**src/rtl/wb_regfile_pkg.sv**
```systemverilog
// wb_regfile_pkg: shared widths and types for the write-back stage and register file
package wb_regfile_pkg;
    localparam int XLEN       = 64;
    localparam int NUM_REGS   = 32;
    localparam int REG_ADDR_W = 5;
    localparam int SB_CNT_W   = 2;

    typedef logic [XLEN-1:0]       xlen_t;
    typedef logic [REG_ADDR_W-1:0] reg_addr_t;
    typedef logic [SB_CNT_W-1:0]   sb_cnt_t;

    localparam sb_cnt_t SB_CNT_MAX = '1;
endpackage

```
**src/rtl/wb_regfile_if.sv**
```systemverilog
// wb_regfile_if: MEM/WB retire fields, ID read ports, load issue and hazard/forwarding outputs
interface wb_regfile_if;
    import wb_regfile_pkg::*;

    reg_addr_t mem_wb_rd;
    xlen_t     mem_wb_alu;
    xlen_t     mem_wb_rdata;
    logic      mem_wb_regwrite;
    logic      mem_wb_memtoreg;
    reg_addr_t rs1_addr;
    reg_addr_t rs2_addr;
    logic      rs1_used;
    logic      rs2_used;
    logic      issue_load;
    reg_addr_t issue_rd;
    xlen_t     rs1_data;
    xlen_t     rs2_data;
    logic      load_use_stall;
    logic      wb_we;
    reg_addr_t wb_rd;
    xlen_t     wb_data;
    logic      sb_overflow;
    logic      sb_underflow;

    modport master (
        output mem_wb_rd, mem_wb_alu, mem_wb_rdata, mem_wb_regwrite, mem_wb_memtoreg,
        output rs1_addr, rs2_addr, rs1_used, rs2_used, issue_load, issue_rd,
        input  rs1_data, rs2_data, load_use_stall, wb_we, wb_rd, wb_data,
        input  sb_overflow, sb_underflow
    );

    modport slave (
        input  mem_wb_rd, mem_wb_alu, mem_wb_rdata, mem_wb_regwrite, mem_wb_memtoreg,
        input  rs1_addr, rs2_addr, rs1_used, rs2_used, issue_load, issue_rd,
        output rs1_data, rs2_data, load_use_stall, wb_we, wb_rd, wb_data,
        output sb_overflow, sb_underflow
    );
endinterface

```
**src/rtl/wb_regfile_ld_scoreboard.sv**
```systemverilog
// wb_regfile_ld_scoreboard: per-register outstanding-load counters with sticky over/underflow.
// WB_BYPASS_EN: a load completing this cycle that empties the counter releases the reader now.
module wb_regfile_ld_scoreboard
    import wb_regfile_pkg::*;
(
    input  logic      clk,
    input  logic      reset,
    input  logic      inc_i,
    input  reg_addr_t inc_rd_i,
    input  logic      dec_i,
    input  reg_addr_t dec_rd_i,
    input  reg_addr_t rs1_i,
    input  reg_addr_t rs2_i,
    output logic      busy1_o,
    output logic      busy2_o,
    output logic      overflow_o,
    output logic      underflow_o
);
    sb_cnt_t cnt_q [NUM_REGS];
    sb_cnt_t cnt_d [NUM_REGS];
    logic    ovf_q, ovf_d, unf_q, unf_d;
    logic    inc_v, dec_v, both, clr1, clr2;

    // x0 never counts, so its counter stays at its reset value of zero
    assign inc_v = inc_i && inc_rd_i != '0;
    assign dec_v = dec_i && dec_rd_i != '0;
    assign both  = inc_v && dec_v && inc_rd_i == dec_rd_i;

`ifdef WB_BYPASS_EN
    assign clr1 = dec_v && dec_rd_i == rs1_i && cnt_q[rs1_i] == sb_cnt_t'(1);
    assign clr2 = dec_v && dec_rd_i == rs2_i && cnt_q[rs2_i] == sb_cnt_t'(1);
`else
    assign clr1 = 1'b0;
    assign clr2 = 1'b0;
`endif

    // a same-cycle issue to rsN is younger than the reader and is ignored here
    assign busy1_o     = cnt_q[rs1_i] != '0 && !clr1;
    assign busy2_o     = cnt_q[rs2_i] != '0 && !clr2;
    assign overflow_o  = ovf_q;
    assign underflow_o = unf_q;

    // counter update: inc and dec of the same register cancel; saturate and flag at limits
    always_comb begin
        cnt_d = cnt_q;
        ovf_d = ovf_q;
        unf_d = unf_q;
        if (inc_v && !both) begin
            if (cnt_q[inc_rd_i] == SB_CNT_MAX) ovf_d = 1'b1;
            else cnt_d[inc_rd_i] = cnt_q[inc_rd_i] + sb_cnt_t'(1);
        end
        if (dec_v && !both) begin
            if (cnt_q[dec_rd_i] == '0) unf_d = 1'b1;
            else cnt_d[dec_rd_i] = cnt_q[dec_rd_i] - sb_cnt_t'(1);
        end
    end

    // state registers; sticky flags clear only on reset
    always_ff @(posedge clk) begin
        if (reset) begin
            cnt_q <= '{default: '0};
            ovf_q <= 1'b0;
            unf_q <= 1'b0;
        end else begin
            cnt_q <= cnt_d;
            ovf_q <= ovf_d;
            unf_q <= unf_d;
        end
    end
endmodule

```
**src/rtl/wb_regfile.sv**
```systemverilog
// wb_regfile: write-back mux, 32x64 register file with two read ports, load-use stall.
// WB_BYPASS_EN: reads of the register being written this cycle return the write-back value.
module wb_regfile
    import wb_regfile_pkg::*;
(
    input logic         clk,
    input logic         reset,
    wb_regfile_if.slave bus
);
    xlen_t regs_q [NUM_REGS];
    logic  busy1, busy2;
    logic  byp1, byp2;

    assign bus.wb_we   = bus.mem_wb_regwrite && bus.mem_wb_rd != '0;
    assign bus.wb_rd   = bus.mem_wb_rd;
    assign bus.wb_data = bus.mem_wb_memtoreg ? bus.mem_wb_rdata : bus.mem_wb_alu;

`ifdef WB_BYPASS_EN
    assign byp1 = bus.wb_we && bus.wb_rd == bus.rs1_addr;
    assign byp2 = bus.wb_we && bus.wb_rd == bus.rs2_addr;
`else
    assign byp1 = 1'b0;
    assign byp2 = 1'b0;
`endif

    // x0 is never written and resets to zero, so it always reads as zero
    assign bus.rs1_data = byp1 ? bus.wb_data : regs_q[bus.rs1_addr];
    assign bus.rs2_data = byp2 ? bus.wb_data : regs_q[bus.rs2_addr];

    assign bus.load_use_stall = (bus.rs1_used && busy1) || (bus.rs2_used && busy2);

    // register array write; a write-back during reset is discarded
    always_ff @(posedge clk) begin
        if (reset) regs_q <= '{default: '0};
        else if (bus.wb_we) regs_q[bus.mem_wb_rd] <= bus.wb_data;
    end

    wb_regfile_ld_scoreboard u_sb (
        .clk         (clk),
        .reset       (reset),
        .inc_i       (bus.issue_load),
        .inc_rd_i    (bus.issue_rd),
        .dec_i       (bus.mem_wb_regwrite && bus.mem_wb_memtoreg),
        .dec_rd_i    (bus.mem_wb_rd),
        .rs1_i       (bus.rs1_addr),
        .rs2_i       (bus.rs2_addr),
        .busy1_o     (busy1),
        .busy2_o     (busy2),
        .overflow_o  (bus.sb_overflow),
        .underflow_o (bus.sb_underflow)
    );
endmodule

```
**src/flat_wrapper.sv**
```systemverilog
// flat-port wrapper written by rule: the top's interface ports become plain ports
module wb_regfile_flat import wb_regfile_pkg::*;
  (clk, reset, bus_mem_wb_rd, bus_mem_wb_alu, bus_mem_wb_rdata, bus_mem_wb_regwrite, bus_mem_wb_memtoreg, bus_rs1_addr, bus_rs2_addr, bus_rs1_used, bus_rs2_used, bus_issue_load, bus_issue_rd, bus_rs1_data, bus_rs2_data, bus_load_use_stall, bus_wb_we, bus_wb_rd, bus_wb_data, bus_sb_overflow, bus_sb_underflow);
  wb_regfile_if bus_i ();
  input logic clk;
  input logic reset;
  input wire logic [$bits(bus_i.mem_wb_rd)-1:0] bus_mem_wb_rd;
  input wire logic [$bits(bus_i.mem_wb_alu)-1:0] bus_mem_wb_alu;
  input wire logic [$bits(bus_i.mem_wb_rdata)-1:0] bus_mem_wb_rdata;
  input wire logic [$bits(bus_i.mem_wb_regwrite)-1:0] bus_mem_wb_regwrite;
  input wire logic [$bits(bus_i.mem_wb_memtoreg)-1:0] bus_mem_wb_memtoreg;
  input wire logic [$bits(bus_i.rs1_addr)-1:0] bus_rs1_addr;
  input wire logic [$bits(bus_i.rs2_addr)-1:0] bus_rs2_addr;
  input wire logic [$bits(bus_i.rs1_used)-1:0] bus_rs1_used;
  input wire logic [$bits(bus_i.rs2_used)-1:0] bus_rs2_used;
  input wire logic [$bits(bus_i.issue_load)-1:0] bus_issue_load;
  input wire logic [$bits(bus_i.issue_rd)-1:0] bus_issue_rd;
  output wire logic [$bits(bus_i.rs1_data)-1:0] bus_rs1_data;
  output wire logic [$bits(bus_i.rs2_data)-1:0] bus_rs2_data;
  output wire logic [$bits(bus_i.load_use_stall)-1:0] bus_load_use_stall;
  output wire logic [$bits(bus_i.wb_we)-1:0] bus_wb_we;
  output wire logic [$bits(bus_i.wb_rd)-1:0] bus_wb_rd;
  output wire logic [$bits(bus_i.wb_data)-1:0] bus_wb_data;
  output wire logic [$bits(bus_i.sb_overflow)-1:0] bus_sb_overflow;
  output wire logic [$bits(bus_i.sb_underflow)-1:0] bus_sb_underflow;
  assign bus_i.mem_wb_rd = bus_mem_wb_rd;
  assign bus_i.mem_wb_alu = bus_mem_wb_alu;
  assign bus_i.mem_wb_rdata = bus_mem_wb_rdata;
  assign bus_i.mem_wb_regwrite = bus_mem_wb_regwrite;
  assign bus_i.mem_wb_memtoreg = bus_mem_wb_memtoreg;
  assign bus_i.rs1_addr = bus_rs1_addr;
  assign bus_i.rs2_addr = bus_rs2_addr;
  assign bus_i.rs1_used = bus_rs1_used;
  assign bus_i.rs2_used = bus_rs2_used;
  assign bus_i.issue_load = bus_issue_load;
  assign bus_i.issue_rd = bus_issue_rd;
  assign bus_rs1_data = bus_i.rs1_data;
  assign bus_rs2_data = bus_i.rs2_data;
  assign bus_load_use_stall = bus_i.load_use_stall;
  assign bus_wb_we = bus_i.wb_we;
  assign bus_wb_rd = bus_i.wb_rd;
  assign bus_wb_data = bus_i.wb_data;
  assign bus_sb_overflow = bus_i.sb_overflow;
  assign bus_sb_underflow = bus_i.sb_underflow;
  wb_regfile u_core (.clk(clk), .reset(reset), .bus(bus_i));
endmodule
```
**config.mk**
```make
export PLATFORM = sky130hd
export DESIGN_NAME = wb_regfile_flat
export DESIGN_NICKNAME = d
export VERILOG_FILES = /design/src/rtl/wb_regfile_pkg.sv /design/src/rtl/wb_regfile_if.sv /design/src/rtl/wb_regfile_ld_scoreboard.sv /design/src/rtl/wb_regfile.sv /design/src/flat_wrapper.sv
export SDC_FILE = /design/constraint.sdc
export NUM_CORES = 2
export LEC_CHECK = 0
export ABC_CLOCK_PERIOD_IN_PS = 6200
export CORE_AREA = 3 3 714 432
export DETAILED_ROUTE_END_ITERATION = 10
export DIE_AREA = 0 0 717 435
export GPL_ROUTABILITY_DRIVEN = 0
export SLEW_MARGIN = 0
export SYNTH_ARGS = -nofsm -noshare
export SYNTH_HDL_FRONTEND = slang
export SYNTH_SLANG_ARGS = --single-unit
export TNS_END_PERCENT = 30
```
**constraint.sdc**
```tcl
create_clock -name clk -period 6.2 [get_ports clk]
set_input_delay 1.86 -clock clk [delete_from_list [all_inputs] [get_ports clk]]
set_output_delay 1.86 -clock clk [all_outputs]
set_load 0.01 [all_outputs]
```
# Yosys cells after proc, flatten, opt, wreduce, memory -nomap -nowiden

Index checks and enable logic that the tools add are counted.

$add $sub $neg: 2
$lt $le $gt $ge: 6
Equality and inequality tests: 2
Muxes and demuxes: 32
Bitwise gates (word level): 4
Reduce and logical (&&, ||, !) cells: 21

Operators by type and width:

| operator                                                   | count |
|---|---|
| bitwise mux 2048 bit                                       | 1 |
| binary-select mux 64 bit (select 5 bit)                    | 2 |
| two-way mux 64 bit                                         | 10 |
| demux 64 bit (select 5 bit)                                | 1 |
| bitwise mux 64 bit                                         | 2 |
| binary-select mux 2 bit (select 5 bit)                     | 4 |
| >= comparator 6 bit, second input constant                 | 4 |
| inverter 5 -> 6 bit                                        | 4 |
| demux 2 bit (select 5 bit)                                 | 2 |
| two-way mux 2 bit                                          | 10 |
| logical AND 1 bit                                          | 12 |
| less-than comparator 6 x 1 -> 1 bit, second input constant | 2 |
| nonzero test 5 bit                                         | 2 |
| == test 5 bit                                              | 1 |
| AND reduction 2 bit                                        | 2 |
| nonzero test 2 bit                                         | 2 |
| adder 2 x 1 -> 2 bit, second input constant                | 1 |
| == test 2 bit, second input constant                       | 1 |
| zero test 2 bit                                            | 1 |
| subtractor 2 x 1 -> 2 bit, second input constant           | 1 |
| zero test 1 bit                                            | 1 |
| logical OR 1 bit                                           | 1 |

Bits in registers: 2,114
Input bits: 155
Output and inout bits: 201
Word-level logic and storage cells: 133

# Depth between registers and ports, before layout

Word-level depth: 11
Gate-level depth with buffers: 15
Mapped depth without buffers: 12

# Cells and area by module

A second synthesis with hierarchy kept.

Cell total of the unflattened synthesis: 10,892
Area, all modules: 106,444.6 um2

Modules (own cells, without submodules):

| module                   | instances | cells each | area an instance (um2) | seq. area each (um2) |
|---|---|---|---|---|
| wb_regfile               | 1         | 10,222     | 100,991.9              | 40,999.3 |
| wb_regfile_ld_scoreboard | 1         | 670        | 5,452.7                | 1,321.3 |

# Worst setup path before layout

OpenSTA, ideal clock, no wires.

Path kind: in2out
Start point: input bus_rs1_addr[0]
End point: output bus_rs1_data[11]
Arrival: 3.949 ns
Data required time: 4.340 ns
Setup slack: 0.391 ns
Stages on the path: 6
Buffers on the path: 3
Cells stage by stage: clkbuf_1 > buf_6 > buf_1 > mux4_2 > mux4_2 > mux2_2

Cells in the longest elaborated chain, start to end: 4

RTL lines:

| what                                                  | RTL line           | text |
|---|---|---|
| start, declared                                       | flat_wrapper.sv:12 | `input wire logic [$bits(bus_i.rs1_addr)-1:0] bus_rs1_addr;` |
| inverter 5 -> 6 bit (implied by the code)             | wb_regfile.sv:27   | `assign bus.rs1_data = byp1 ? bus.wb_data : regs_q[bus.rs1_addr];` |
| binary-select mux 64 bit (select 5 bit)               | wb_regfile.sv:27   |  |
| two-way mux 64 bit (implied by the code) (2 in a row) | wb_regfile.sv:27   |  |
| end, declared                                         | flat_wrapper.sv:18 | `output wire logic [$bits(bus_i.rs1_data)-1:0] bus_rs1_data;` |

No other way between the ends. The select of a mux whose other input is x is not followed.

# Worst setup path in the final report

Start point: input bus_rs1_addr[0]
End point: output bus_rs1_data[9]

Same word-level chain as after synthesis.

==> run_results.csv <==
group,metric,value,unit
routing,ant_nets,0,
placement,dp_hpwl,245000,um
synth,synth_most_common_cell,"dfxtp_1",
critical_path,worstPathRequired,4340,ps
clock_tree,cts_sinks,2114,
final_layout,regArea,42300,sq um
power,max-vdd-ir-drop,0.000212,V
critical_path,startpoint_type,"primary input",
routing,avgRoutedWirePerCell,28.3,um
die,row_count,156,
critical_path,critPathBufInv,4,
die,initial_core_util,0.350,
timing,hold_viol_final,0,
global_route,grt_pass1_wl,568000,um
status,status,"complete, but fails checks",
timing,fin_crit,6300,ps
job,drv_cap,0,
routing,viasPerCell,6.26,
final_layout,utilization,0.412,
clock_tree,cts_max_path_buffers,4,
clock_tree,clkTransAtPathRegs,60,ps
power,finalPower,29.8,mW
synth,async_reset_ff_frac,0,
global_route,grt_remaining_overflow,0,
die,ios,356,
routing,dr.pass1.iters,8,
clock_tree,insertion_delay,840,ps
timing,setup_viol,24,
global_route,grt_pass1_vias,81800,
routing,vias,85400,
clock_tree,cts_tree,"yes",
critical_path,crit_fanout,20,
synth,syn_avg_cell_area,11.1,sq um
critical_path,criticalPathCategory,"in -> out",
final_layout,final_layout_size_suffix_gt1_frac,0.264,
placement,pre_cts_ws,-348,ps
synth,syn_inst,9498,
critical_path,worst_setup_path_end_kind,"output port",
synth,synthTopCellsByArea,"dfxtp_1 40%, mux4_2 28%, a211oi_1 15%",
timing,rsz0062_at_grt,"yes",
routing,drc,0,
timing,post-route-period-util,1.02,
timing,fmax,159,MHz
synth,yosys_warnings,0,
timing,clock_skew,19.4,ps
global_route,grt_max_degree,190,
final_layout,n_fill_cell,27900,
die,die_area,312000,sq um
die,die_x,717,um
critical_path,cp.arrival,4440,ps
min_path,hp-class,"reg -> reg",
timing,slew_viol_final,0,
synth,syn_nets,9655,
synth,synth_top_area_share,0.401,
final_layout,area_growth,17.8,%
power,power.density,239,nW/um^2
timing,max_slew_margin,0.136,
global_route,grt_usage,0.240,
critical_path,cp_slowest_cell,"mux4_2",
die,core,302000,sq um
placement,io_buffers,355,
timing,worst_slack,-98.7,ps
critical_path,cp_cell_sequence,"buf_16, buf_16, buf_12, mux4_2, mux4_2, mux2_2, clkdlybuf4s50_1",
timing,whs,480,ps
synth,ys_seq_area_frac,0.401,
global_route,antenna_found_initial,13,
synth,synth_seq_cells,2114,
die,chipHeight,435,um
clock_tree,cts_inserted_buffers,194,
critical_path,critPathMaxStageDelay,580,ps
synth,ys_types,65,
power,p_leak,40.1,nW
synth,ys.flop_type,"dfxtp_1",
synth,synth_edf_count,0,
synth,synth_top_area_cell,"dfxtp_1",
synth,synth_area,106000,sq um
routing,drt_iter0_drc,11500,
clock_tree,root_buffer,"clkbuf_16",
final_layout,multi_input_area,58600,sq um
timing,worst-slew-pin-transition,1300,ps
status,failed_checks,"setup timing",
synth,synth_commonest_cells,"2114 x dfxtp_1, 2052 x nor2_1, 2041 x a211oi_1",
critical_path,path_delay_family,"multiplexers",
clock_tree,holdBufCountCts,0,
routing,wl,386000,um
final_layout,fin_nets,9625,
clock_tree,cts-htree-levels,4,
[routing by layer]
layer	GRT usage	share of wire	vias up
li1	-	-	36400
met1	0.351	0.42	43100
met2	0.351	0.43	5269
met3	0.0550	0.11	701
met4	0.0742	0.034	8
met5	0	0.00014	-
[kinds of logic after synthesis]
logic type	share of synthesized area
simple gates	0.0870
compound gates	0.156
xor+xnor	0.000415
flops	0.401
mux	0.303
fa+ha+maj	0.000237
buf+inv	0.0524
[sequential cells by signal, indices dropped and copies added (netlist names)]
| signal | cells |
|---|---|
| u_core.regs_q | 2048 |
| u_core.u_sb.cnt_q | 64 |
| u_core.u_sb.overflow_o | 1 |
| u_core.u_sb.underflow_o | 1 |
[repair_timing]
action / 4_1_cts / 5_1_grt
hold endpoints to repair: 0 / 0
setup buffers: 3 / 17
pin swaps: 3 / 0
endpoints found under the setup margin: 119 / 96
resized for setup: 50 / 80
cloned: 3 / 7
[where the power goes]
group          switching (mW)  internal [mW]  total [mW]
clock network            5.59           7.04        12.6
registers               0.139           13.7        13.9
logic                    1.91           1.34        3.25
[per-stage QoR]
| stage | cells | area (sq um) | setup TNS, ps |
|---|---|---|---|
| finish | 13600 | 124000 | -1170 |
| detailed placement | 13300 | 117000 | -11090 |
| CTS | 13600 | 124000 | -3120 |
| floorplan | 9498 | 106000 | 0 |
| global route | 13600 | 124000 | -2620 |
| global placement | 13300 | 117000 | -11200 |
[layout make-up]
cell class / count / share of cell area
Antenna cell: 7 / 0.000141
Clock buffer: 281 / 0.0462
Clock inverter: 55 / 0.00548
Inverter: 76 / 0.00235
Multi-Input combinational cell: 6068 / 0.471
Sequential cell: 2114 / 0.340
Tap cell: 4029 / 0.0405
Timing Repair Buffer: 1014 / 0.0938
[final timing paths]
path / startpoint / endpoint / depth (start not counted) / slack [ps]
worst max-delay path: bus_rs1_addr[0] / bus_rs1_data[9] / 7 / -100
worst min-delay path: u_core.regs_q[2013] / u_core.regs_q[2013] / 1 / 480
worst max register to register: u_core.u_sb.cnt_q[28] / u_core.u_sb.cnt_q[41] / 12 / 2720
worst min register to register: u_core.regs_q[2013] / u_core.regs_q[2013] / 1 / 480
[placed cells by master, fill, tap and decap left out, types with 15 or more instances in the layout]
master | netlist | routed
nand3_1 | 20 | 20
buf_4 | 32 | 441
nor3_1 | 39 | 39
dfxtp_1 | 2114 | 2114
clkdlybuf4s50_1 | 0 | 259
mux4_2 | 1302 | 1302
dlymetal6s2s_1 | 0 | 55
nand2_1 | 46 | 46
bufinv_16 | 0 | 15
clkbuf_8 | 0 | 53
dlygate4sd2_1 | 0 | 20
clkinv_2 | 0 | 29
buf_12 | 0 | 182
clkbuf_1 | 782 | 34
mux2i_4 | 0 | 43
clkbuf_16 | 0 | 204
nor2_4 | 1 | 31
buf_16 | 0 | 28
nor2_1 | 2052 | 2022
mux2i_1 | 117 | 53
mux2_2 | 131 | 124
nor2b_1 | 73 | 73
a21oi_1 | 53 | 53
inv_1 | 76 | 75
and3_1 | 25 | 24
a211oi_1 | 2041 | 2041
mux2i_2 | 0 | 21
Note: power is estimated with default switching activity, not from simulation.
